`config.mk`:
```
export PLATFORM = sky130hd
export DESIGN_NAME = fifo_read_arbiter
export DESIGN_NICKNAME = d
export VERILOG_FILES = /design/src/rtl/fifo_arb_pkg.sv /design/src/rtl/rr_arbiter.sv /design/src/rtl/fifo_read_arbiter.sv
export SDC_FILE = /design/constraint.sdc
export NUM_CORES = 1
export LEC_CHECK = 0
export BUFFER_PORTS_ARGS = -buffer_cell sky130_fd_sc_hd__buf_4
export CAP_MARGIN = 20
export CORE_MARGIN = 10
export CORE_UTILIZATION = 45
export CTS_CLUSTER_SIZE = 20
export DETAILED_ROUTE_END_ITERATION = 8
export PLACE_DENSITY = 0.8
export SYNTH_ARGS = -nofsm -noshare
export SYNTH_HDL_FRONTEND = slang
export SYNTH_HIERARCHICAL = 1
export SYNTH_SLANG_ARGS = --single-unit
```
`constraint.sdc`:
```
create_clock -name clk -period 1.92 [get_ports clk]
set_input_delay 0.48 -clock clk [delete_from_list [all_inputs] [get_ports clk]]
set_output_delay 0.48 -clock clk [all_outputs]
set_load 0.02 [all_outputs]
```
`src/rtl/fifo_arb_pkg.sv`:
```
// Shared types and width helpers for the FIFO read-side arbiter.
package fifo_arb_pkg;

    typedef enum logic [1:0] {
        IDLE  = 2'd0,
        SERVE = 2'd1,
        DRAIN = 2'd2
    } arb_state_t;

    // Width of a consumer index; never narrower than one bit.
    function automatic int req_idx_w(input int num_req);
        return (num_req > 1) ? $clog2(num_req) : 1;
    endfunction

    // Width of a burst counter that must be able to hold max_burst itself.
    function automatic int burst_w(input int max_burst);
        return $clog2(max_burst + 1);
    endfunction

endpackage

```
`src/rtl/rr_arbiter.sv`:
```
// Combinational round-robin pick: first set request strictly after i_last, wrapping.
module rr_arbiter
    import fifo_arb_pkg::*;
#(
    parameter int NUM_REQ = 4,
    parameter int IDX_W   = 2
) (
    input  logic [NUM_REQ-1:0] i_req,
    input  logic [IDX_W-1:0]   i_last,
    output logic [NUM_REQ-1:0] o_gnt,
    output logic [IDX_W-1:0]   o_idx,
    output logic               o_any
);

    // Walk priority offsets 1..NUM_REQ; the first hit wins and masks later ones.
    always_comb begin
        o_gnt = '0;
        o_idx = '0;
        o_any = 1'b0;
        for (int k = 1; k <= NUM_REQ; k++) begin
            for (int j = 0; j < NUM_REQ; j++) begin
                if (!o_any && (j == (int'(i_last) + k) % NUM_REQ) && i_req[j]) begin
                    o_any    = 1'b1;
                    o_gnt[j] = 1'b1;
                    o_idx    = IDX_W'(j);
                end
            end
        end
    end

endmodule

```
`src/rtl/fifo_read_arbiter.sv`:
```
// Round-robin, burst-bounded read-port sharing with a one-deep output register.
// Optional transfer counter enabled by defining FIFO_RD_ARB_STATS_EN.
module fifo_read_arbiter
    import fifo_arb_pkg::*;
#(
    parameter int NUM_REQ   = 4,
    parameter int DATA_W    = 8,
    parameter int MAX_BURST = 4
) (
    input  logic               clk,
    input  logic               rst,
    input  logic               rempty,
    input  logic [DATA_W-1:0]  rdata,
    output logic               rinc,
    input  logic [NUM_REQ-1:0] req,
    input  logic [NUM_REQ-1:0] rdy,
    output logic [NUM_REQ-1:0] gnt,
    output logic               vld,
    output logic [DATA_W-1:0]  dout
`ifdef FIFO_RD_ARB_STATS_EN
    ,
    input  logic               stats_clr,
    output logic [15:0]        xfer_cnt
`endif
);

    localparam int IDX_W = req_idx_w(NUM_REQ);
    localparam int CNT_W = burst_w(MAX_BURST);
    localparam logic [CNT_W-1:0] MAX_CNT  = CNT_W'(MAX_BURST);
    localparam logic [CNT_W-1:0] LAST_CNT = CNT_W'(MAX_BURST - 1);
    localparam logic [IDX_W-1:0] LAST_RST = IDX_W'(NUM_REQ - 1);

    arb_state_t         r_state;
    logic [NUM_REQ-1:0] r_gnt;
    logic [IDX_W-1:0]   r_last;
    logic [CNT_W-1:0]   r_cnt;
    logic               r_vld;
    logic [DATA_W-1:0]  r_dout;

    logic [NUM_REQ-1:0] w_arb_gnt;
    logic [IDX_W-1:0]   w_arb_idx;
    logic               w_arb_any;
    logic               w_req_g;
    logic               w_rdy_g;
    logic               w_pop;
    logic               w_xfer;
    logic               w_leave_serve;

    rr_arbiter #(
        .NUM_REQ (NUM_REQ),
        .IDX_W   (IDX_W)
    ) u_rr_arbiter (
        .i_req  (req),
        .i_last (r_last),
        .o_gnt  (w_arb_gnt),
        .o_idx  (w_arb_idx),
        .o_any  (w_arb_any)
    );

    // r_last doubles as the granted index while a grant is held.
    assign w_req_g = req[r_last];
    assign w_rdy_g = rdy[r_last];

    // NOTE: the pop strobe is combinational so the FIFO pointer moves in the
    // same cycle the word is captured; registering it would pop one word late.
    assign w_pop  = (r_state == SERVE) && !rempty && w_req_g &&
                    (r_cnt < MAX_CNT) && (!r_vld || w_rdy_g);
    assign w_xfer = r_vld && w_rdy_g;

    assign w_leave_serve = (w_pop && (r_cnt == LAST_CNT)) || (r_cnt >= MAX_CNT) ||
                           !w_req_g || (rempty && !w_pop);

    assign rinc = w_pop;
    assign gnt  = r_gnt;
    assign vld  = r_vld;
    assign dout = r_dout;

    // NOTE: all state here uses non-blocking assignments so every read in this
    // block sees the pre-edge value, independent of statement order.
    always_ff @(posedge clk or posedge rst) begin
        if (rst) begin
            r_state <= IDLE;
            r_gnt   <= '0;
            r_last  <= LAST_RST;
            r_cnt   <= '0;
            r_vld   <= 1'b0;
            r_dout  <= '0;
        end else begin
            if (w_pop) begin
                r_dout <= rdata;
                r_vld  <= 1'b1;
                r_cnt  <= r_cnt + 1'b1;
            end else if (w_xfer) begin
                r_vld  <= 1'b0;
            end

            case (r_state)
                IDLE: begin
                    if (w_arb_any && !rempty) begin
                        r_gnt   <= w_arb_gnt;
                        r_last  <= w_arb_idx;
                        r_cnt   <= '0;
                        r_state <= SERVE;
                    end
                end
                SERVE: begin
                    if (w_leave_serve) begin
                        r_state <= DRAIN;
                    end
                end
                DRAIN: begin
                    // Grant is held until the pending word reaches its consumer.
                    if (!r_vld) begin
                        r_gnt   <= '0;
                        r_state <= IDLE;
                    end
                end
                default: r_state <= IDLE;
            endcase
        end
    end

`ifdef FIFO_RD_ARB_STATS_EN
    logic [15:0] r_xfer_cnt;

    // Clear wins over a coincident transfer; the count saturates at all-ones.
    always_ff @(posedge clk or posedge rst) begin
        if (rst) begin
            r_xfer_cnt <= '0;
        end else if (stats_clr) begin
            r_xfer_cnt <= '0;
        end else if (w_xfer && (r_xfer_cnt != 16'hFFFF)) begin
            r_xfer_cnt <= r_xfer_cnt + 16'd1;
        end
    end

    assign xfer_cnt = r_xfer_cnt;
`endif

endmodule

```
==> impl_metrics.toml, run 1 <==
[clock_tree]
root_buffer = "clkbuf_4"
cts_buffers = 3
cts_max_level = 1
clk_latency_ps = 290
cts_sinks = 20
clkSlewWorstSetupHoldPaths_ps = 100
cts_hold_buf = 0
clockBufferDepth = 2
cts_tree = "yes"

[status]
violations = "setup timing"
status = "finished with violations"

[die]
core_sq_um = 2230
die-area_sq_um = 4700
num_io_pins = 33
initial_core_util_pct = 47.6
dieWidth_um = 68.6
rows = 17
die_h_um = 68.6

[timing]
rsz0062_at_grt = "yes"
setup_ws_ps = -373
relSlewSlack_pct = 52.1
fin_crit_sh_pct = 119
tns_ps = -1150
setup_viol = 9
finalHoldViolations = 0
slew_viol_final = 0
skew_ps = 2.49
tightest_slew_ps = 718
min_period_ps = 2290
max_freq_mhz = 436

[setup_path]
path_max_fanout = 3
startpoint_type = "flip-flop"
required_ps = 1440
r2r_slack_ps = -100
r2r-end = "dout[4]"
critical_path_class = "flip-flop to primary output"
slowest_stage = "dfstp_2"
critPathMaxStageDelay_ps = 570
worstSetupEndpointType = "primary output"
r2r-start = "r_last[0]"
worst_path_dominant_cell_family = "flip-flops"
cp_cell_sequence = "mux4_2 > o2111ai_4 > inv_2 > buf_6"
cp_data_arrival_time_ps = 1810
crit_buf_inv = 2
r2r_cells = 4

[final_layout]
final_common_cell = "buf_4"
antennaDiodeCount = 0
mostFrequentLayoutCells = "buf_4 (40), dfrtp_1 (18), mux2_2 (10)"
drive_above_1_share_pct = 48.5
area_delta_synth_final_pct = 33.2
nets = 156

[grt]
gr-total-overflow = 0
grt_start_max_net_pins = 21
grt_antenna_before_repair = 0
grt_pass1_vias = 908
grt_pass1_wl_um = 4060
gr-usage-all-layers_pct = 10.9

[synthesis]
ys_seq_area_share_pct = 47.3
ys_ff_latch = 20
ys_warn_count = 6
synth_cell_types = 37
synthCells = 93
syn_area_sq_um = 1060
synth.avg_cell_area_sq_um = 11.4
syn_nets = 114

[detailed_routing]
viasPerCell = 5.14
dr_total_vias = 833
drtIter0Drc = 14
finalWirelength_um = 2410
routedWlPerCell_um = 14.8
firstDrtPassIters = 4
postRouteAntennaNets = 0
drc = 0

[power_and_ir_drop]
power_density_nw_per_um2 = 1410
p_leak_nw = 0.712
ir_worst_vdd_mv = 0.859
power.switching_w = 0.000769
power_frac_clock_pct = 10.0
swShare_pct = 38.6
pwr-share-comb_pct = 53.9
p_seq_share_pct = 36.2
p_int_w = 0.00122

[hold_path]
hold_class = "input port to async pin"

[placed_design]
gp_congestion = 0.777
dpl_worst_slack_ps = -112
io_buffers = 32
dp_hpwl_um = 1920

[flow_run]
drv_cap = 0
## per-layer routing
metal  up-vias  wire length, um  share of wire (%)  global-route usage [%]
met1       395             1030                 43                    13.4
li1        416                -                  -                       -
met4         0               46                1.9                    3.77
met3         4              156                6.5                    4.19
met2        18             1170                 49                    17.1
met5         -                0                  0                       0
## sequential cells by signal, indices dropped and copies added, names as in the netlist
register,count
dout,8
gnt,4
r_cnt,3
r_last,2
r_state,2
vld,1
## power groups by stage
| stage | Sequential (W) | Clock (W) | Combinational (W) |
|---|---|---|---|
| floorplan | 0.000884 | 0 | 0.000532 |
| global route | 0.000753 | 0.000227 | 0.00116 |
| detailed placement | 0.000730 | 0 | 0.00108 |
| global placement | 0.000726 | 0 | 0.00105 |
| finish | 0.000720 | 0.000198 | 0.00107 |
| CTS | 0.000722 | 0.000207 | 0.00109 |
## synth_stat cells, drive strengths merged
cell	number	share of area, %
o21ai	2	0.94
and2b	2	1.5
a21oi	5	2.7
mux2	10	11
o32ai	1	0.82
clkbuf	1	0.35
o22ai	2	1.2
and3	1	0.59
ha	2	2.4
o221ai	1	0.82
dfrtp	18	42
xor2	1	0.82
dfstp	2	4.9
mux4	2	4.6
mux2i	1	0.94
nand2	5	1.8
nor2	9	3.2
inv	8	2.8
a211oi	2	1.4
a31oi	1	0.59
o2111ai	1	1.4
a22o	4	3.3
nor2b	1	0.59
a221oi	1	1.4
o31a	1	0.82
or2	1	0.59
buf	3	2.6
nand2b	3	2.5
o211a	1	0.94
nand3	1	0.47
## through the flow
step / instance area [sq um] / total power (W) / cells / hold WS [ps] / util (%)
after detailed placement: 1390 / 0.00181 / 158 / 489 / 62.0
after CTS: 1420 / 0.00201 / 162 / 324 / 63.4
final: 1420 / 0.00199 / 162 / 299 / 63.4
after global placement: 1390 / 0.00178 / 158 / 477 / 62.0
after floorplan: 1070 / 0.00142 / 93 / 442 / -
after global routing: 1420 / 0.00214 / 162 / 352 / 63.4
## layout make-up
cell class | count | area [sq um]
inverters | 8 | 30.0
clock buffers | 4 | 26.3
multi-input cells | 61 | 509
well taps | 28 | 35.0
repair buffers | 41 | 312
fillers | 192 | 818
flip-flops and latches | 20 | 503
## worst max-delay path by stage
stage | cells past startpoint | start | end | slack [ps]
2_1_floorplan | 4 | r_last[0] | rinc | -150
3_3_place_gp | 5 | rdy[3] | rinc | -70
3_5_place_dp | 5 | rdy[3] | dout[4] | -110
4_1_cts | 4 | r_last[0] | rinc | -410
5_1_grt | 4 | r_last[0] | rinc | -470
6_report | 4 | r_last[0] | rinc | -370
## kinds of logic (layout without fill, tap and decap cells)
logic type	after synthesis	in the layout	synth area share (%)
adders and majority gates	2	2	2.36
xor gates and xnor gates	1	1	0.825
AOI/OAI and AO/OA	22	22	16.4
muxes	13	13	16.1
buffers and inverters	12	53	5.77
DFF	20	20	47.3
and+or+nand+nor	23	23	11.2
## repair_timing
item | 4_1_cts | 5_1_grt
pin swaps | 1 | 1
gates resized for setup | 1 | 0
endpoints found under the hold margin | 0 | 0
buffers inserted | 1 | 1
setup endpoints to repair | 11 | 11
Note: power is estimated with default switching activity, not from simulation.
==> run 2, diff against run 1 <==
--- a/config.mk
+++ b/config.mk
@@ -8,10 +8,10 @@
 export BUFFER_PORTS_ARGS = -buffer_cell sky130_fd_sc_hd__buf_4
 export CAP_MARGIN = 20
 export CORE_MARGIN = 10
-export CORE_UTILIZATION = 45
+export CORE_UTILIZATION = 49
 export CTS_CLUSTER_SIZE = 20
 export DETAILED_ROUTE_END_ITERATION = 8
-export PLACE_DENSITY = 0.8
+export PLACE_DENSITY = 0.83
 export SYNTH_ARGS = -nofsm -noshare
 export SYNTH_HDL_FRONTEND = slang
 export SYNTH_HIERARCHICAL = 1
==> constraint.sdc (replaced) <==
create_clock -name clk -period 2.15 [get_ports clk]
set_input_delay 0.5375 -clock clk [delete_from_list [all_inputs] [get_ports clk]]
set_output_delay 0.5375 -clock clk [all_outputs]
set_load 0.02 [all_outputs]
==> run 2 against run 1 <==
Effect of this change: the run still ends with setup timing left; core utilization increased by 7.8 points; via count increased by 7.1%; clock skew increased by 4.2 ps; count of clock-buffer cells in the layout decreased by 1; critical path depth unchanged; register-to-register slack improved by 210 ps; combinational power decreased by 11%; die area decreased by 5.8%.
==> impl_metrics.toml, run 2 (synthesis results as in run 1) <==
[placed_design]
io_buffers = 32
gp_congestion = 0.818
dpl_worst_slack_ps = 38.8
dp_hpwl_um = 1930

[timing]
max_freq_mhz = 425
slew_viol_final = 0
tightest_slew_ps = 740
fin_crit_sh_pct = 109
finalHoldViolations = 0
min_period_ps = 2350
skew_ps = 6.66
setup_viol = 1
rsz0062_at_grt = "yes"
hold_ws_ps = 354
tns_ps = -204
setup_ws_ps = -204
relSlewSlack_pct = 50.6

[setup_path]
cp_cell_sequence = "mux4_2 > o2111ai_4 > inv_2 > buf_6"
crit_buf_inv = 2
critical_path_class = "flip-flop to primary output"
worst_path_dominant_cell_family = "flip-flops"
required_ps = 1610
slowest_stage = "dfstp_2"
worstSetupEndpointType = "primary output"
path_max_fanout = 3
startpoint_type = "flip-flop"
worst-path-stages = 4
critPathMaxStageDelay_ps = 580
r2r_cells = 4
cp_data_arrival_time_ps = 1820

[die]
die_h_um = 66.6
die-area_sq_um = 4430
num_io_pins = 33
initial_core_util_pct = 53.1
rows = 16
core_sq_um = 2000
dieWidth_um = 66.6

[power_and_ir_drop]
p_leak_nw = 0.716
ir_worst_vdd_mv = 0.782
power_density_nw_per_um2 = 1340
power.total_w = 0.00190

[detailed_routing]
finalWirelength_um = 2510
drtIter0Drc = 54
routedWlPerCell_um = 15.8
viasPerCell = 5.61
firstDrtPassIters = 4
postRouteAntennaNets = 0
dr_total_vias = 892
drc = 0

[grt]
grt_antenna_before_repair = 0
grt_pass1_wl_um = 3930
gr-usage-all-layers_pct = 10.9
grt_pass1_vias = 857
grt_start_max_net_pins = 21
gr-total-overflow = 0

[clock_tree]
cts_max_level = 1
clkSlewWorstSetupHoldPaths_ps = 120
cts_tree = "yes"
clockBufferDepth = 2
clk_latency_ps = 300
cts_sinks = 20
cts_buffers = 3
root_buffer = "clkbuf_4"
cts_hold_buf = 0

[final_layout]
largest_reg_flops = 8
mostFrequentLayoutCells = "buf_4 (38), dfrtp_1 (18), mux2_2 (10)"
final_common_cell = "buf_4"
nFillCells = 153
antennaDiodeCount = 0
final_core_util_pct = 71.2
drive_above_1_share_pct = 48.5
nets = 154
area_delta_synth_final_pct = 34.2

[hold_path]
hold_class = "input port to async pin"

[flow_run]
drv_cap = 0

[status]
violations = "setup timing"
status = "finished with violations"
## run 2: power by group
| part | total, W | switching (W) | internal (W) |
|---|---|---|---|
| Sequential | 0.000644 | 0.000100 | 0.000544 |
| Combinational | 0.000956 | 0.000495 | 0.000461 |
| Clock | 0.000303 | 0.000115 | 0.000188 |
## run 2: metal layers
metal  track usage [%]  wire length (um)  vias up
met5                 0                 0        -
met4              3.93                25        0
met3              3.51               192        4
met2              18.4              1330       36
met1              12.4               961      437
li1                  -                 -      415
## run 2: repair_timing
action | in CTS | in global routing
setup buffers | 1 | 0
resized for setup | 1 | 0
setup endpoints to repair | 1 | 9
endpoints found under the hold margin | 0 | 0
pin swaps | 1 | 1
## run 2: metrics by stage
| stage | cell area, sq um | instances |
|---|---|---|
| floorplan | 1070 | 93 |
| CTS | 1430 | 160 |
| global route | 1430 | 159 |
| finish | 1430 | 159 |
| global placement | 1370 | 155 |
| detailed placement | 1370 | 155 |
## run 2: worst paths after layout
check	startpoint	end	slack, ps
worst max-delay path	r_last[0]	rinc	-200
worst min-delay path	rst	dout[7]	350
worst max register to register	r_last[0]	dout[3]	110
worst min register to register	dout[6]	dout[6]	520
max in group asynchronous	rst	gnt[2]	1330
min in group clk	rdata[6]	dout[6]	460
## run 2: final cells by class
cell class                 count  area, sq um  share of cell area (%)
clock buffer                   3         22.5                    1.58
sequential                    20          503                    35.3
multi-input combinational     61          509                    35.7
tap                           27         33.8                    2.37
timing repair buffer          39          297                    20.8
clock inverter                 1         30.0                    2.11
inverter                       8         30.0                    2.11
==> run 3, diff against run 2 <==
--- a/config.mk
+++ b/config.mk
@@ -7,6 +7,7 @@
 export LEC_CHECK = 0
 export BUFFER_PORTS_ARGS = -buffer_cell sky130_fd_sc_hd__buf_4
 export CAP_MARGIN = 20
+export CORE_ASPECT_RATIO = 1.25
 export CORE_MARGIN = 10
 export CORE_UTILIZATION = 49
 export CTS_CLUSTER_SIZE = 20
==> constraint.sdc (replaced) <==
create_clock -name clk -period 2.3 [get_ports clk]
set_input_delay 0.575 -clock clk [delete_from_list [all_inputs] [get_ports clk]]
set_output_delay 0.575 -clock clk [all_outputs]
set_load 0.02 [all_outputs]
==> run 3 against run 2 <==
Effect of this change: the flow still finishes with violations (setup timing); clock power is 30% lower; critical path depth stayed put; register-to-register slack better by 190 ps; hold slack better by 28 ps; global-route usage is 0.71 points higher; cell area is 4.7% lower; first-iteration DRC count is 74% lower; power is 12% lower; combinational power is 11% lower; critical path type unchanged; largest power group unchanged; highest routed layer unchanged.
==> impl_metrics.toml, run 3 (synthesis results as in run 1) <==
[status]
status = "finished with violations"
violations = "setup timing"

[clock_tree]
cts_tree = "yes"
cts_hold_buf = 0
clockBufferDepth = 2
cts_sinks = 20
root_buffer = "clkbuf_4"
clkSlewWorstSetupHoldPaths_ps = 110
cts_max_level = 1
cts_buffers = 3
clk_latency_ps = 310
post_cts_buffers = 0

[final_layout]
drive_above_1_share_pct = 46.1
multi_input_area_sq_um = 498
nets = 150
area_delta_synth_final_pct = 27.9
fin_area_sq_um = 1360
mostFrequentLayoutCells = "buf_4 (34), dfrtp_1 (18), mux2_2 (10)"
nFillCells = 163
final_common_cell = "buf_4"
regArea_sq_um = 503
largest_reg_flops = 8
antennaDiodeCount = 0
final_core_util_pct = 67.0

[placed_design]
io_buffers = 32
placed_cell_area_sq_um = 1320
dp_hpwl_um = 1830
gp_congestion = 0.831
dpl_worst_slack_ps = 125

[die]
die_h_um = 72.1
die-area_sq_um = 4440
dieWidth_um = 61.6
initial_core_util_pct = 52.4
core_sq_um = 2030
rows = 18
num_io_pins = 33

[setup_path]
required_ps = 1730
r2r_cells = 4
crit_buf_inv = 2
critical_path_class = "flip-flop to primary output"
r2r_slack_ps = 300
worstSetupEndpointType = "primary output"
worst_path_dominant_cell_family = "flip-flops"
path_max_fanout = 3
r2r-start = "r_last[0]"
critPathMaxStageDelay_ps = 580
critPathLaunch = "r_last[0]"
slowest_stage = "dfstp_2"
startpoint_type = "flip-flop"
r2r-end = "dout[6]"
cp_cell_sequence = "mux4_2 > o2111ai_2 > inv_1 > buf_6"
cp_data_arrival_time_ps = 1840

[detailed_routing]
routedWlPerCell_um = 16.4
firstDrtPassIters = 4
viasPerCell = 5.74
drc = 0
dr_total_vias = 850
drtIter0Drc = 14
postRouteAntennaNets = 0
finalWirelength_um = 2420

[timing]
slew_viol_final = 0
relSlewSlack_pct = 50.0
rsz0062_at_grt = "yes"
skew_ps = 1.90
min_period_ps = 2420
finalHoldViolations = 0
setup_ws_ps = -115
setup_viol = 1
max_freq_mhz = 414
fin_crit_sh_pct = 105
tightest_slew_ps = 749
hold_ws_ps = 382

[grt]
grt_start_max_net_pins = 21
grt_pass1_wl_um = 4040
gr-total-overflow = 0
grt_antenna_before_repair = 0
grt_pass1_vias = 860
gr-usage-all-layers_pct = 11.6

[power_and_ir_drop]
ir_worst_vdd_mv = 0.839
power.total_w = 0.00167
p_leak_nw = 0.691
power_density_nw_per_um2 = 1230

[hold_path]
hold_class = "input port to async pin"

[flow_run]
drv_cap = 0
[run 3: changes by cell type in the layout (fill, tap and decap cells not counted), sizes merged]
| cell | previous run | this run |
|---|---|---|
| buf | 39 | 35 |
| bufinv | 1 | 0 |
| clkbuf | 3 | 4 |
[run 3: metal layers]
layer  vias to the layer above  wire (um)  track usage [%]
met3                         5        150             3.31
met4                         0         44             5.22
met1                       422        923             13.8
met2                        17       1300             18.5
met5                         -          0                0
li1                        406          -                -
[run 3: layout make-up]
type                            instances  share of cell area (%)
Inverter                                8                    2.21
Clock buffer                            4                    2.67
Sequential cell                        20                    37.0
Multi-Input combinational cell         61                    36.6
Timing Repair Buffer                   35                    19.6
Tap cell                               20                    1.84
[run 3: timing repair]
action	CTS	global route
endpoints found under the hold margin	0	0
endpoints found under the setup margin	1	1
resized for setup	1	0
[run 3: metrics by stage]
| step | instances | setup TNS [ps] |
|---|---|---|
| floorplan | 93 | 0 |
| global placement | 144 | 0 |
| detailed placement | 144 | 0 |
| CTS | 148 | -132 |
| global route | 148 | -185 |
| finish | 148 | -115 |
[run 3: worst max-delay path by stage]
stage,depth (start not counted),to
detailed placement,5,rinc
floorplan,4,rinc
CTS,4,rinc
finish,4,rinc
global placement,5,rinc
global route,4,rinc
[run 3: where the power goes]
group | switching, W | total [W] | leakage [nW] | internal [W]
clock | 0.000114 | 0.000211 | 0.0210 | 0.0000969
sequential | 0.0000928 | 0.000601 | 0.252 | 0.000508
combinational | 0.000437 | 0.000853 | 0.419 | 0.000417
total | 0.000644 | 0.00167 | 0.691 | 0.00102
